## config.mk

```make
export PLATFORM = sky130hd
export DESIGN_NAME = bp_io_cce_tracked
export DESIGN_NICKNAME = d
export VERILOG_FILES = /design/src/rtl/bp_io_cce_tracked.sv
export SDC_FILE = /design/constraint.sdc
export NUM_CORES = 1
export LEC_CHECK = 0
export CAP_MARGIN = 10
export CELL_PAD_IN_SITES_DETAIL_PLACEMENT = 1
export CELL_PAD_IN_SITES_GLOBAL_PLACEMENT = 2
export CORE_ASPECT_RATIO = 1.25
export CORE_MARGIN = 3
export CORE_UTILIZATION = 30
export DETAILED_ROUTE_END_ITERATION = 7
export PLACE_DENSITY_LB_ADDON = 0.1
export SLEW_MARGIN = 10
export SYNTH_ARGS = -nofsm -noshare
export SYNTH_HDL_FRONTEND = slang
export SYNTH_SLANG_ARGS = --single-unit
```

## constraint.sdc

```tcl
create_clock -name clk_i -period 8.45 [get_ports clk_i]
set_input_delay 1.2675 -clock clk_i [delete_from_list [all_inputs] [get_ports clk_i]]
set_output_delay 1.2675 -clock clk_i [all_outputs]
set_load 0.02 [all_outputs]
```

## src/rtl/bp_io_cce_tracked.sv

```systemverilog
// Uncached I/O coherence engine: buffers LCE uncached requests into I/O memory commands under an
// outstanding-command credit limit, and turns I/O responses back into LCE commands.
module bp_io_cce_tracked
    #(parameter int paddr_width_p     = 40
    , parameter int cce_block_width_p = 64
    , parameter int lce_id_width_p    = 4
    , parameter int cce_id_width_p    = 4
    , parameter int max_outstanding_p = 8
    , parameter int req_fifo_els_p    = 2
    , parameter int resp_fifo_els_p   = 2
    , localparam int lce_cce_req_width_lp = 3 + lce_id_width_p + 3 + paddr_width_p + cce_block_width_p
    , localparam int cce_mem_msg_width_lp = 4 + 3 + paddr_width_p + lce_id_width_p + 1 + cce_block_width_p
    , localparam int lce_cmd_width_lp     = 4 + lce_id_width_p + cce_id_width_p + 3 + paddr_width_p + cce_block_width_p
    , localparam int cnt_width_lp         = $clog2(max_outstanding_p + 1)
    )
    (input  logic                            clk_i
    , input  logic                            reset_i
    , input  logic [cce_id_width_p-1:0]       cce_id_i
    , input  logic [lce_cce_req_width_lp-1:0] lce_req_i
    , input  logic                            lce_req_v_i
    , output logic                            lce_req_yumi_o
    , output logic [lce_cmd_width_lp-1:0]     lce_cmd_o
    , output logic                            lce_cmd_v_o
    , input  logic                            lce_cmd_ready_i
    , output logic [cce_mem_msg_width_lp-1:0] io_cmd_o
    , output logic                            io_cmd_v_o
    , input  logic                            io_cmd_ready_i
    , input  logic [cce_mem_msg_width_lp-1:0] io_resp_i
    , input  logic                            io_resp_v_i
    , output logic                            io_resp_yumi_o
    , output logic [cnt_width_lp-1:0]         outstanding_o
    , output logic                            idle_o
    , output logic                            error_o
    );

    localparam logic [2:0] req_rd_lp       = 3'd0;
    localparam logic [2:0] req_uc_rd_lp    = 3'd2;
    localparam logic [2:0] req_uc_wr_lp    = 3'd3;
    localparam logic [3:0] mem_uc_rd_lp    = 4'd2;
    localparam logic [3:0] mem_uc_wr_lp    = 4'd3;
    localparam logic [3:0] cmd_uc_data_lp  = 4'd9;
    localparam logic [3:0] cmd_uc_done_lp  = 4'd10;

    localparam int req_aw_lp  = $clog2(req_fifo_els_p);
    localparam int resp_aw_lp = $clog2(resp_fifo_els_p);
    localparam logic [cnt_width_lp-1:0] max_cnt_lp = cnt_width_lp'(max_outstanding_p);

    typedef struct packed {
        logic [2:0]                   msg_type;
        logic [lce_id_width_p-1:0]    src_id;
        logic [2:0]                   size;
        logic [paddr_width_p-1:0]     addr;
        logic [cce_block_width_p-1:0] data;
    } lce_req_s;

    typedef struct packed {
        logic [lce_id_width_p-1:0] lce_id;
        logic                      uncached;
    } mem_payload_s;

    typedef struct packed {
        logic [3:0]                   msg_type;
        logic [2:0]                   size;
        logic [paddr_width_p-1:0]     addr;
        mem_payload_s                 payload;
        logic [cce_block_width_p-1:0] data;
    } mem_msg_s;

    typedef struct packed {
        logic [3:0]                   msg_type;
        logic [lce_id_width_p-1:0]    dst_id;
        logic [cce_id_width_p-1:0]    src_id;
        logic [2:0]                   size;
        logic [paddr_width_p-1:0]     addr;
        logic [cce_block_width_p-1:0] data;
    } lce_cmd_s;

    // Pointers carry a wrap bit above the index so full and empty are distinguishable.
    function automatic logic [req_aw_lp:0] req_ptr_inc(input logic [req_aw_lp:0] p);
        if (p[req_aw_lp-1:0] == req_aw_lp'(req_fifo_els_p - 1))
            return {~p[req_aw_lp], {req_aw_lp{1'b0}}};
        return {p[req_aw_lp], p[req_aw_lp-1:0] + req_aw_lp'(1)};
    endfunction

    function automatic logic [resp_aw_lp:0] resp_ptr_inc(input logic [resp_aw_lp:0] p);
        if (p[resp_aw_lp-1:0] == resp_aw_lp'(resp_fifo_els_p - 1))
            return {~p[resp_aw_lp], {resp_aw_lp{1'b0}}};
        return {p[resp_aw_lp], p[resp_aw_lp-1:0] + resp_aw_lp'(1)};
    endfunction

    logic [req_aw_lp:0]      req_wr_q, req_wr_d, req_rd_q, req_rd_d;
    logic [resp_aw_lp:0]     resp_wr_q, resp_wr_d, resp_rd_q, resp_rd_d;
    logic [cnt_width_lp-1:0] cnt_q, cnt_d;
    logic                    error_q, error_d;

    lce_req_s req_mem_q  [req_fifo_els_p];
    mem_msg_s resp_mem_q [resp_fifo_els_p];

    lce_req_s req_in, req_head;
    mem_msg_s resp_in, resp_head, io_cmd;
    lce_cmd_s lce_cmd;
    logic     req_full, req_empty, resp_full, resp_empty;
    logic     req_is_uc, req_enq, io_cmd_hs, lce_cmd_hs;

    assign req_in  = lce_req_i;
    assign resp_in = io_resp_i;

    assign req_full   = (req_wr_q[req_aw_lp-1:0] == req_rd_q[req_aw_lp-1:0])
                      && (req_wr_q[req_aw_lp] != req_rd_q[req_aw_lp]);
    assign req_empty  = (req_wr_q == req_rd_q);
    assign resp_full  = (resp_wr_q[resp_aw_lp-1:0] == resp_rd_q[resp_aw_lp-1:0])
                      && (resp_wr_q[resp_aw_lp] != resp_rd_q[resp_aw_lp]);
    assign resp_empty = (resp_wr_q == resp_rd_q);

    assign req_is_uc      = (req_in.msg_type == req_uc_rd_lp) || (req_in.msg_type == req_uc_wr_lp);
    assign lce_req_yumi_o = lce_req_v_i & ~req_full & ~reset_i;
    assign req_enq        = lce_req_yumi_o & req_is_uc;

    assign io_cmd_v_o     = ~req_empty & (cnt_q < max_cnt_lp);
    assign io_cmd_hs      = io_cmd_v_o & io_cmd_ready_i;

    assign io_resp_yumi_o = io_resp_v_i & ~resp_full & ~reset_i;
    assign lce_cmd_v_o    = ~resp_empty;
    assign lce_cmd_hs     = lce_cmd_v_o & lce_cmd_ready_i;

    assign outstanding_o  = cnt_q;
    assign idle_o         = req_empty & resp_empty & (cnt_q == '0);
    assign error_o        = error_q;

    always_comb begin
        req_wr_d  = req_enq    ? req_ptr_inc(req_wr_q)   : req_wr_q;
        req_rd_d  = io_cmd_hs  ? req_ptr_inc(req_rd_q)   : req_rd_q;
        resp_wr_d = io_resp_yumi_o ? resp_ptr_inc(resp_wr_q) : resp_wr_q;
        resp_rd_d = lce_cmd_hs ? resp_ptr_inc(resp_rd_q) : resp_rd_q;
        error_d   = error_q | (lce_req_yumi_o & ~req_is_uc);
        cnt_d     = cnt_q;
        // A response with nothing outstanding is still drained but must not wrap the count.
        if (io_cmd_hs && !io_resp_yumi_o)
            cnt_d = cnt_q + cnt_width_lp'(1);
        else if (!io_cmd_hs && io_resp_yumi_o && (cnt_q != '0))
            cnt_d = cnt_q - cnt_width_lp'(1);
    end

    always_ff @(posedge clk_i or posedge reset_i) begin
        if (reset_i) begin
            req_wr_q  <= '0;
            req_rd_q  <= '0;
            resp_wr_q <= '0;
            resp_rd_q <= '0;
            cnt_q     <= '0;
            error_q   <= 1'b0;
        end else begin
            req_wr_q  <= req_wr_d;
            req_rd_q  <= req_rd_d;
            resp_wr_q <= resp_wr_d;
            resp_rd_q <= resp_rd_d;
            cnt_q     <= cnt_d;
            error_q   <= error_d;
        end
    end

    always_ff @(posedge clk_i) begin
        if (req_enq)
            req_mem_q[req_wr_q[req_aw_lp-1:0]] <= req_in;
        if (io_resp_yumi_o)
            resp_mem_q[resp_wr_q[resp_aw_lp-1:0]] <= resp_in;
    end

    always_comb begin
        req_head                = req_mem_q[req_rd_q[req_aw_lp-1:0]];
        io_cmd                  = '0;
        io_cmd.msg_type         = (req_head.msg_type == req_uc_wr_lp) ? mem_uc_wr_lp : mem_uc_rd_lp;
        io_cmd.size             = req_head.size;
        io_cmd.addr             = req_head.addr;
        io_cmd.payload.lce_id   = req_head.src_id;
        io_cmd.payload.uncached = 1'b1;
        io_cmd.data             = req_head.data;
    end

    always_comb begin
        resp_head      = resp_mem_q[resp_rd_q[resp_aw_lp-1:0]];
        lce_cmd        = '0;
        lce_cmd.dst_id = resp_head.payload.lce_id;
        lce_cmd.src_id = cce_id_i;
        lce_cmd.addr   = resp_head.addr;
        if (resp_head.msg_type == mem_uc_wr_lp) begin
            lce_cmd.msg_type = cmd_uc_done_lp;
        end else begin
            lce_cmd.msg_type = cmd_uc_data_lp;
            lce_cmd.size     = resp_head.size;
            lce_cmd.data     = resp_head.data;
        end
    end

    assign io_cmd_o  = io_cmd;
    assign lce_cmd_o = lce_cmd;

    logic unused_rd_type;
    assign unused_rd_type = (req_rd_lp == 3'd0);

endmodule

```

; Word level (Yosys, flattened, before mapping)
; Memory sizes are Yosys's and may differ from the RTL's.
; Index checks and enable logic that the tools add are counted.
[totals]
register_bits = 13
mem_bits_rw = 460
in_bits = 240
output_inout_bits = 245
elab_cells = 88
memories = 2
[op_classes]
n_addsub = 6
magnitude_cmp = 1
eq_ne = 10
mux = 22
bitwise = 22
reduce_logical = 15
[mem_list]
columns = memory, depth, word_bits, read_ports, rd_ports_with_merged_regs, wr, line
row1 = resp_mem_q, 2, 116, 1, 0, 1, 97  ; mem_msg_s resp_mem_q [resp_fifo_els_p];
row2 = req_mem_q, 2, 114, 1, 0, 1, 96  ; lce_req_s req_mem_q [req_fifo_els_p];
[ops]
columns = operator, n
row1 = $mux W64, 1
row2 = $mux W1, 13
row3 = $and A1 B1 Y1, 11
row4 = $mux W2, 5
row5 = $not A1 Y1, 10
row6 = $eq A3 B2 Y1 const B, 3
row7 = $mux W4, 2
row8 = $reduce_and A2 Y1, 4
row9 = $logic_and A1 B1 Y1, 5
row10 = $add A1 B1 Y1 const B, 4
row11 = $add A4 B1 Y4 const B, 1
row12 = $eq A2 B2 Y1, 2
row13 = $eq A4 B2 Y1 const B, 1
row14 = $logic_not A4 Y1, 1
row15 = $lt A4 B4 Y1 const B, 1
row16 = $reduce_bool A4 Y1, 1
row17 = $sub A4 B1 Y4 const B, 1
row18 = $mux W3, 1
row19 = $eq A1 B1 Y1, 2
row20 = $logic_not A1 Y1, 2
row21 = $ne A1 B1 Y1, 2
row22 = $reduce_bool A2 Y1, 1
row23 = $logic_or A1 B1 Y1, 1
row24 = $or A1 B1 Y1, 1

; Logic depth before layout (Yosys ltp)
; Gate-level depths: netlist (run 1).
[depth]
ltp_word = 9
ltp_mapped = 9
depth_no_buf = 8

; Least setup slack after synthesis (run 1)
; OpenSTA, ideal clock, no wires.
[synth_timing]
path_type = in2reg
from = input reset_i
to = memory req_mem_q[0][0] (netlist bit), enable pin
arrival_time_ns = 6.804
required_ns = 7.862
setup_slack_ns = 1.058
cell_stages = 4
n_path_buf = 0
cell_sequence = inv_1 > o211a_1 > nand2_1 > nor2_1
[synth_between]
elab_chain_cells = 5
[synth_lines]
columns = item, line
row1 = from (decl), 17  ; , input logic reset_i
row2 = $not A1 Y1, 116  ; assign lce_req_yumi_o = lce_req_v_i & ~req_full & ~reset_i;
row3 = $and A1 B1 Y1, 116
row4 = named net lce_req_yumi_o, 21  ; , output logic lce_req_yumi_o
row5 = $and A1 B1 Y1, 117  ; assign req_enq = lce_req_yumi_o & req_is_uc;
row6 = $mux W1, 163  ; if (req_enq)
row7 = $mux W1 (implied by the code), 164  ; req_mem_q[req_wr_q[req_aw_lp-1:0]] <= req_in;
row8 = to (decl), 96
; The timed path passes the listed nets, and every way through them passes these cells.

; Worst setup path in the final report (run 1)
[layout_timing]
from = register resp_rd_q[0]
to = output lce_cmd_o[106]
[layout_between]
elab_chain_cells = 3
[layout_lines]
columns = item, line
row1 = from (decl), 92  ; logic [resp_aw_lp:0] resp_wr_q, resp_wr_d, resp_rd_q, resp_rd_d;
row2 = from (signal assigned), 156  ; resp_rd_q <= resp_rd_d;
row3 = $mem_v2 Z2 W116 *, --
row4 = $eq A4 B2 Y1, 186  ; if (resp_head.msg_type == mem_uc_wr_lp) begin
row5 = $mux W3 *, 186
row6 = to (decl), 22  ; , output logic [lce_cmd_width_lp-1:0] lce_cmd_o
; Every way passes the cells marked *; elsewhere a longest branch is shown, timed or not.

==> results.toml, run 1 <==
[worst_setup_path]
reg2reg_setup_slack_ns = 4.43
path_max_fanout = 69
start_kind = "register"
path_class = "reg -> out"
worstSetupEndpointType = "output port"
arrival_ns = 4.00
required_ns = 7.18

[yosys]
synth.area.mux_share_pct = 14.0
ys_warn_count = 0
yosysSeqAreaShare_pct = 80.6
synth_top_family_by_area = "multiplexers"
synth_xor_area_share_pct = 0.845
synth_compound_area_share_pct = 0.587
ys_seq_elements = 471
synth_area_mm2 = 0.0175
ys_types = 38
synth-simple-area-share_pct = 2.13
syn_avg_cell_area_um2 = 20.2
synth_fa_ha_area_share_pct = 0.258
netlist_instances = 867

[grt]
overflow = 0
antenna_found_initial = 5
grt_max_degree = 88
grt_pass1_vias = 10200
grt_pass1_wl_um = 66100
grtUsageTotal_pct = 14.3

[pwr]
power-per-cell-area_mw_per_mm2 = 315
p_switching_uw = 2390
p_comb_share_pct = 33.4
p_int_uw = 5330
seq_power_share_pct = 39.4
clockPowerShare_pct = 27.1
swShare_pct = 31.0
peakVddDrop_mv = 0.205
leakage_uw = 0.00831

[detailed_routing]
firstDrtPassIters = 4
vias = 9494
routed_wl_um = 45800
wl_per_cell_um = 21.3
route.detailed.drc = 0
viasPerCell = 4.42
drtIter0Drc = 364
ant_nets = 0

[outcome]
status = "finished, final reports clean"

[cells_and_area]
layout.cells.most_common_list = "clkdlybuf4s50_1 (469), edfxtp_1 (458), mux2_2 (157)"
final_area_mm2 = 0.0245
drive_above_1_share_pct = 17.2
fin_util_pct = 42.8
area_delta_synth_final_pct = 40.4
final_common_cell = "clkdlybuf4s50_1"
layout.nets = 1599

[floorplanning]
start_util_pct = 30.4
coreArea_mm2 = 0.0574
die_y_um = 276
rows = 98
chipWidth_um = 222
die-area_mm2 = 0.0612
io_pins = 485

[clock_network]
cts_tree = "built"
cts_root_buf = "clkbuf_16"
clk_latency_ns = 0.57
cts_setup_buffers = 0
clockBufferDepth = 3
cts_hold_buf = 0
cts-buffers-inserted = 50
htreeDepth = 2
clk_pin_slew_ns = 0.06
clkSinkCount = 471
ctsResizeCount = 0

[timing]
min_period_over_period_pct = 62.4
rsz0062_at_grt = "false"
clock_skew_ns = 0.0174
tightest_slew_ns = 1.04
finalSetupViolCount = 0
max_freq_mhz = 190
fin_tns_setup_ns = 0
timing_hold_violations_final = 0
period_minus_slack_ns = 5.27
slew_headroom_pct = 30.6
slew_viol_final = 0

[worst_hold_path]
hold_class = "reg -> reg"

[run]
cap_violations = 0

[placement]
post-dp-hpwl_um = 30400
gp_congestion = 0.711
placed_area_mm2 = 0.0230
portBuffers = 469
per-stage QoR:
| stage | setup WS, ns | hold slack (ns) | std cells | total power (uW) |
|---|---|---|---|---|
| floorplan | 1.06 | 0.460 | 871 | 4530 |
| global placement | 3.64 | 0.452 | 2054 | 5730 |
| detailed placement | 3.62 | 0.452 | 2054 | 5740 |
| CTS | 2.96 | 0.470 | 2144 | 7890 |
| global route | 2.88 | 0.482 | 2144 | 8120 |
| finish | 3.18 | 0.462 | 2147 | 7720 |
power by group through the flow:
stage,Clock [uW],Sequential [uW],Combinational (uW)
after CTS,2180,3060,2650
after floorplan,0,3020,1510
after global routing,2280,3080,2760
final,2090,3050,2580
after global placement,0,3090,2630
after detailed placement,0,3100,2630
cell type report:
cell class,count,area [um^2]
antenna,3,7.51
clock buffer,63,1320
clock inverter,27,220
fill,5573,32900
inverter,5,18.8
multi-input combinational,351,3170
sequential,471,14100
tap,750,938
timing repair buffer,477,4770
critical path: stages (launching register included):
cell and delay (ns):
dfrtp_4 0.76, buf_4 0.74, nor4bb_1 0.36, a22o_4 0.75
nor2_1 0.12, clkdlybuf4s50_1 0.65
cell usage after synthesis (all sizes together):
cell,n,share of area [%]
a211oi,1,0.072
a21boi,1,0.043
a21o,4,0.18
a21oi,1,0.029
a22o,1,0.050
and2,1,0.036
and3,1,0.036
buf,34,1.2
clkbuf,10,0.21
conb,2,0.043
dfrtp,13,1.9
edfxtp,458,79
fa,1,0.11
ha,2,0.14
inv,5,0.11
mux2,157,10
mux2i,68,3.9
nand2,5,0.11
nand2b,2,0.072
nand3,2,0.057
nand3b,1,0.043
nand4b,1,0.050
nor2,69,1.5
nor2b,2,0.072
nor4,2,0.072
nor4b,1,0.050
nor4bb,1,0.057
o211a,1,0.057
o21ai,3,0.11
o311ai,1,0.050
xnor2,10,0.50
xor2,6,0.34
sequential cells by signal, indices dropped and copies added (netlist names):
| register | cells |
|---|---|
| error_o | 1 |
| outstanding_o | 4 |
| req_mem_q | 228 |
| req_rd_q | 2 |
| req_wr_q | 2 |
| resp_mem_q | 230 |
| resp_rd_q | 2 |
| resp_wr_q | 2 |
cell families (layout without fill, tap and decap cells):
family,after synthesis,after routing
adders and majority gates,3,3
buffers and inverters,49,572
xor gates and xnor gates,16,16
other,2,9
muxes,225,225
AOI/OAI and AO/OA,13,13
and+or+nand+nor,88,88
DFF,471,471
per-layer routing:
metal	vias up	global-route usage, %	share of wire (%)
met5	-	0	0.12
met4	8	3.44	1.8
met3	70	6.91	10
met2	310	23.8	49
met1	4767	16.9	39
li1	4339	-	-
path summary, 6_finish.rpt:
kind	from	end	cells after the start
setup / recovery	resp_rd_q[0]	lce_cmd_o[106]	5
hold / removal	error_o	error_o	1
setup reg to reg	resp_rd_q[0]	resp_mem_q[1][19]	6
max in group asynchronous	reset_i	req_rd_q[0]	2
min in group asynchronous	reset_i	outstanding_o[1]	2
hold reg to reg	error_o	error_o	1
No activity file was read; power rests on OpenSTA's default activity.
==> run 2: changes to the inputs <==
==> constraint.sdc (replaced) <==
create_clock -name clk_i -period 4.9 [get_ports clk_i]
set_input_delay 0.735 -clock clk_i [delete_from_list [all_inputs] [get_ports clk_i]]
set_output_delay 0.735 -clock clk_i [all_outputs]
set_load 0.02 [all_outputs]
==> run 2 against run 1 <==
Global-route usage fell by 0.31 points; largest power group unchanged; critical path type unchanged; final cell count rose by 0.47%; via count fell by 0.64%.
==> results.toml, run 2 (same netlist as run 1, synthesis figures left out) <==
[outcome]
status = "finished, final reports clean"

[detailed_routing]
routed_wl_um = 45200
vias = 9433
wl_per_cell_um = 21.0
wl_met2_um = 22500
wl_met1_um = 16800
ant_nets = 0
drtIter0Drc = 409
highest_layer = "met5"
dr_wl_met3_um = 4710
firstDrtPassIters = 4
viasPerCell = 4.37
route.detailed.drc = 0

[timing]
tightest_slew_ns = 1.11
fin_tns_setup_ns = 0
rsz0062_at_grt = "false"
period_minus_slack_ns = 3.68
slew_viol_final = 0
timing_hold_violations_final = 0
clock_skew_ns = 0.0171
finalSetupViolCount = 0
min_period_over_period_pct = 75.0
max_freq_mhz = 272
slew_headroom_pct = 26.1
whs_ns = 0.465

[floorplanning]
start_util_pct = 30.4
coreArea_mm2 = 0.0574
io_pins = 485
rows = 98
die_y_um = 276
chipWidth_um = 222
die-area_mm2 = 0.0612

[grt]
grtUsageTotal_pct = 14.0
overflow = 0
grt_max_degree = 95
grt_pass1_vias = 10100
antenna_found_initial = 11
grt_pass1_wl_um = 64500

[placement]
post-dp-hpwl_um = 30200
portBuffers = 469
gp_congestion = 0.715
place_inst = 2058

[cells_and_area]
stdcell_count = 2157
fin_util_pct = 42.9
final_common_cell = "clkdlybuf4s50_1"
n_fill_cell = 5566
area_delta_synth_final_pct = 41.0
largest_reg_flops = 230
drive_above_1_share_pct = 17.9
layout.cells.most_common_list = "clkdlybuf4s50_1 (469), edfxtp_1 (458), mux2_2 (157)"
layout.nets = 1604

[clock_network]
htreeDepth = 2
cts-buffers-inserted = 51
clockBufferDepth = 3
clk_pin_slew_ns = 0.06
cts_hold_buf = 0
cts_root_buf = "clkbuf_16"
cts_setup_buffers = 0
cts_tree = "built"
clkSinkCount = 471
clk_latency_ns = 0.58
ctsResizeCount = 0

[worst_setup_path]
reg2reg_depth = 5
reg2reg_setup_slack_ns = 1.97
path_max_fanout = 59
arrival_ns = 2.94
crit_buf_inv = 2
path_class = "reg -> out"
worstSetupEndpointType = "output port"
cp_slowest_cell = "buf_4"
cp_slowest_stage_delay_ns = 0.80
timing.rr.end = "req_mem_q[0][51]"
critPathTopFamily = "buffers and inverters"
required_ns = 4.16
path_cells = "buf_4 > mux2i_1 > nor2_1 > clkdlybuf4s50_1"
start_kind = "register"
worstReg2RegStart = "req_rd_q[0]"

[worst_hold_path]
min-delay-start = "error_o"
hold_class = "reg -> reg"
hold_end = "error_o"
hold_depth = 1

[run]
cap_violations = 0

[pwr]
leakage_uw = 0.00836
power-per-cell-area_mw_per_mm2 = 541
power.total_uw = 13300
peakVddDrop_mv = 0.307
run 2: changes by cell type in the layout (fill, tap and decap cells not counted), sizes merged:
cell / change
buf: +4
bufinv: -2
clkbuf: -3
clkinv: +9
diode: +2
run 2: cell type report:
type | instances | area, um^2 | share of cell area [%]
Multi-Input combinational cell | 351 | 3170 | 12.9
Sequential cell | 471 | 14100 | 57.2
Tap cell | 750 | 938 | 3.81
Timing Repair Buffer | 481 | 4860 | 19.7
Antenna cell | 5 | 12.5 | 0.0508
Inverter | 5 | 18.8 | 0.0762
Clock inverter | 34 | 209 | 0.848
Clock buffer | 60 | 1350 | 5.49
run 2: worst max-delay path by stage:
stage,start,endpoint,slack (ns),cells past startpoint
6_report,resp_rd_q[0],lce_cmd_o[36],1.22,4
3_3_place_gp,reset_i,req_mem_q[0][45],1.45,7
3_5_place_dp,reset_i,req_mem_q[0][45],1.41,7
2_1_floorplan,reset_i,req_mem_q[1][0],0.24,3
5_1_grt,resp_rd_q[0],lce_cmd_o[36],1.01,4
4_1_cts,resp_rd_q[0],lce_cmd_o[36],1.14,4
run 2: layer usage:
metal | vias up | global-route usage [%]
met1 | 4696 | 15.7
met2 | 321 | 23.6
met5 | - | 0
met4 | 8 | 4.33
li1 | 4334 | -
met3 | 74 | 7.03
run 2: per-stage QoR:
step,setup slack (ns),instance area [um^2]
2_1_floorplan,0.240,17500
3_3_place_gp,1.45,23100
3_5_place_dp,1.41,23100
4_1_cts,1.14,24600
5_1_grt,1.01,24600
6_report,1.22,24600
run 2: power by group:
group	leakage, uW	total, uW	switching (uW)	internal, uW
Clock	0.000777	3610	1540	2070
Combinational	0.00328	4580	2400	2180
Sequential	0.00431	5140	205	4930
==> run 3: changes to the inputs <==
==> constraint.sdc (replaced) <==
create_clock -name clk_i -period 3.4 [get_ports clk_i]
set_input_delay 0.51 -clock clk_i [delete_from_list [all_inputs] [get_ports clk_i]]
set_output_delay 0.51 -clock clk_i [all_outputs]
set_load 0.02 [all_outputs]
==> run 3 against run 2 <==
Total power is 44% higher; wire length up 2.4%; clock-buffer cell count increased by 4; critical path depth decreased by 1; clock power grew 39%; non-clock buffer count increased by 17; register-to-register slack worse by 1.1 ns; largest cell class unchanged.
==> results.toml, run 3 (same netlist as run 1, synthesis figures left out) <==
[outcome]
status = "finished, final reports clean"

[cells_and_area]
stdcell_count = 2168
area_delta_synth_final_pct = 41.9
drive_above_1_share_pct = 18.4
largest_reg_flops = 230
final_common_cell = "clkdlybuf4s50_1"
layout.nets = 1619
layout.cells.most_common_list = "clkdlybuf4s50_1 (469), edfxtp_1 (458), mux2_2 (157)"

[worst_setup_path]
worstReg2RegStart = "req_rd_q[0]"
path_class = "reg -> out"
worstSetupEndpointType = "output port"
path_max_fanout = 55
reg2reg_setup_slack_ns = 0.91
start_kind = "register"
cp-startpoint = "resp_rd_q[0]"
timing.rr.end = "outstanding_o[3]"
cp-endpoint = "lce_cmd_o[98]"
required_ns = 2.89
arrival_ns = 2.75
reg2reg_depth = 8

[clock_network]
cts_root_buf = "clkbuf_16"
cts_tree = "built"
cts-buffers-inserted = 49
clockBufferDepth = 3
clk_latency_ns = 0.58
htreeDepth = 2
clk_pin_slew_ns = 0.06
clkSinkCount = 471

[grt]
overflow = 0
grt_max_degree = 69
grt_pass1_wl_um = 66500
antenna_found_initial = 10
grtUsageTotal_pct = 14.5
grt_pass1_vias = 10300

[detailed_routing]
routed_wl_um = 46300
route.detailed.drc = 0
ant_nets = 0
viasPerCell = 4.37
wl_per_cell_um = 21.3
vias = 9476
firstDrtPassIters = 4
drtIter0Drc = 432

[timing]
rsz0062_at_grt = "false"
finalSetupViolCount = 0
timing_hold_violations_final = 0
max_freq_mhz = 307
slew_headroom_pct = 41.8
tightest_slew_ns = 0.872
min_period_over_period_pct = 95.9
slew_viol_final = 0
clock_skew_ns = 0.0170
period_minus_slack_ns = 3.26
fin_tns_setup_ns = 0

[placement]
gp_congestion = 0.706
place_inst = 2074
post-dp-hpwl_um = 32300
portBuffers = 469

[pwr]
leakage_uw = 0.00841
peakVddDrop_mv = 0.440
power-per-cell-area_mw_per_mm2 = 773

[floorplanning]
rows = 98
io_pins = 485
start_util_pct = 30.4
die-area_mm2 = 0.0612
coreArea_mm2 = 0.0574
chipWidth_um = 222
die_y_um = 276

[worst_hold_path]
hold_class = "in -> async"

[run]
cap_violations = 0
==> run 3: final cells by class <==
type	instances	area, um^2
clock inverter	22	181
inverter	5	22.5
sequential	471	14100
multi-input combinational	351	3170
timing repair buffer	498	5090
clock buffer	64	1280
antenna	7	17.5
fill	5588	32600
tap	750	938
==> run 3: worst min-delay path by stage <==
stage	startpoint	to	slack, ns
after global placement	error_o	error_o	0.44
final	reset_i	error_o	0.38
after global routing	reset_i	error_o	0.38
after floorplan	reset_i	error_o	0.32
after detailed placement	error_o	error_o	0.45
after CTS	reset_i	error_o	0.35
==> run 3: metal layers <==
layer	vias up	GRT usage (%)	wire length, um
li1	4364	-	-
met5	-	0	58
met3	70	7.72	5170
met1	4723	15.8	16800
met4	10	3.47	857
met2	309	25.0	23400
==> run 3: through the flow <==
stage	hold WS (ns)	utilization [%]	setup slack (ns)	instance area (um^2)	power (uW)
2_1_floorplan	0.323	-	0.0916	17500	11200
3_3_place_gp	0.444	40.6	0.521	23300	14400
3_5_place_dp	0.447	40.6	0.529	23300	14400
4_1_cts	0.352	43.1	0.0156	24800	19500
5_1_grt	0.385	43.2	0.00740	24800	20100
6_report	0.380	43.2	0.139	24800	19200
==> run 3: power breakdown <==
group / total [uW] / leakage (uW) / switching [uW] / internal, uW
combinational: 6790 / 0.00339 / 3560 / 3230
sequential: 7380 / 0.00431 / 272 / 7110
clock: 5000 / 0.000710 / 2130 / 2870
total: 19200 / 0.00841 / 5960 / 13200
==> run 3: critical path, cell delays in order, from the launching register on <==
cell and delay, ns:
dfrtp_4 0.44, buf_4 0.66, mux2_2 0.41, clkdlybuf4s50_1 0.60
==> run 3: repair_timing <==
action | CTS | global route
hold buffers | 0 | 0
gates resized for setup | 2 | 0
buffers inserted | 0 | 1
endpoints found under the setup margin | 59 | 22
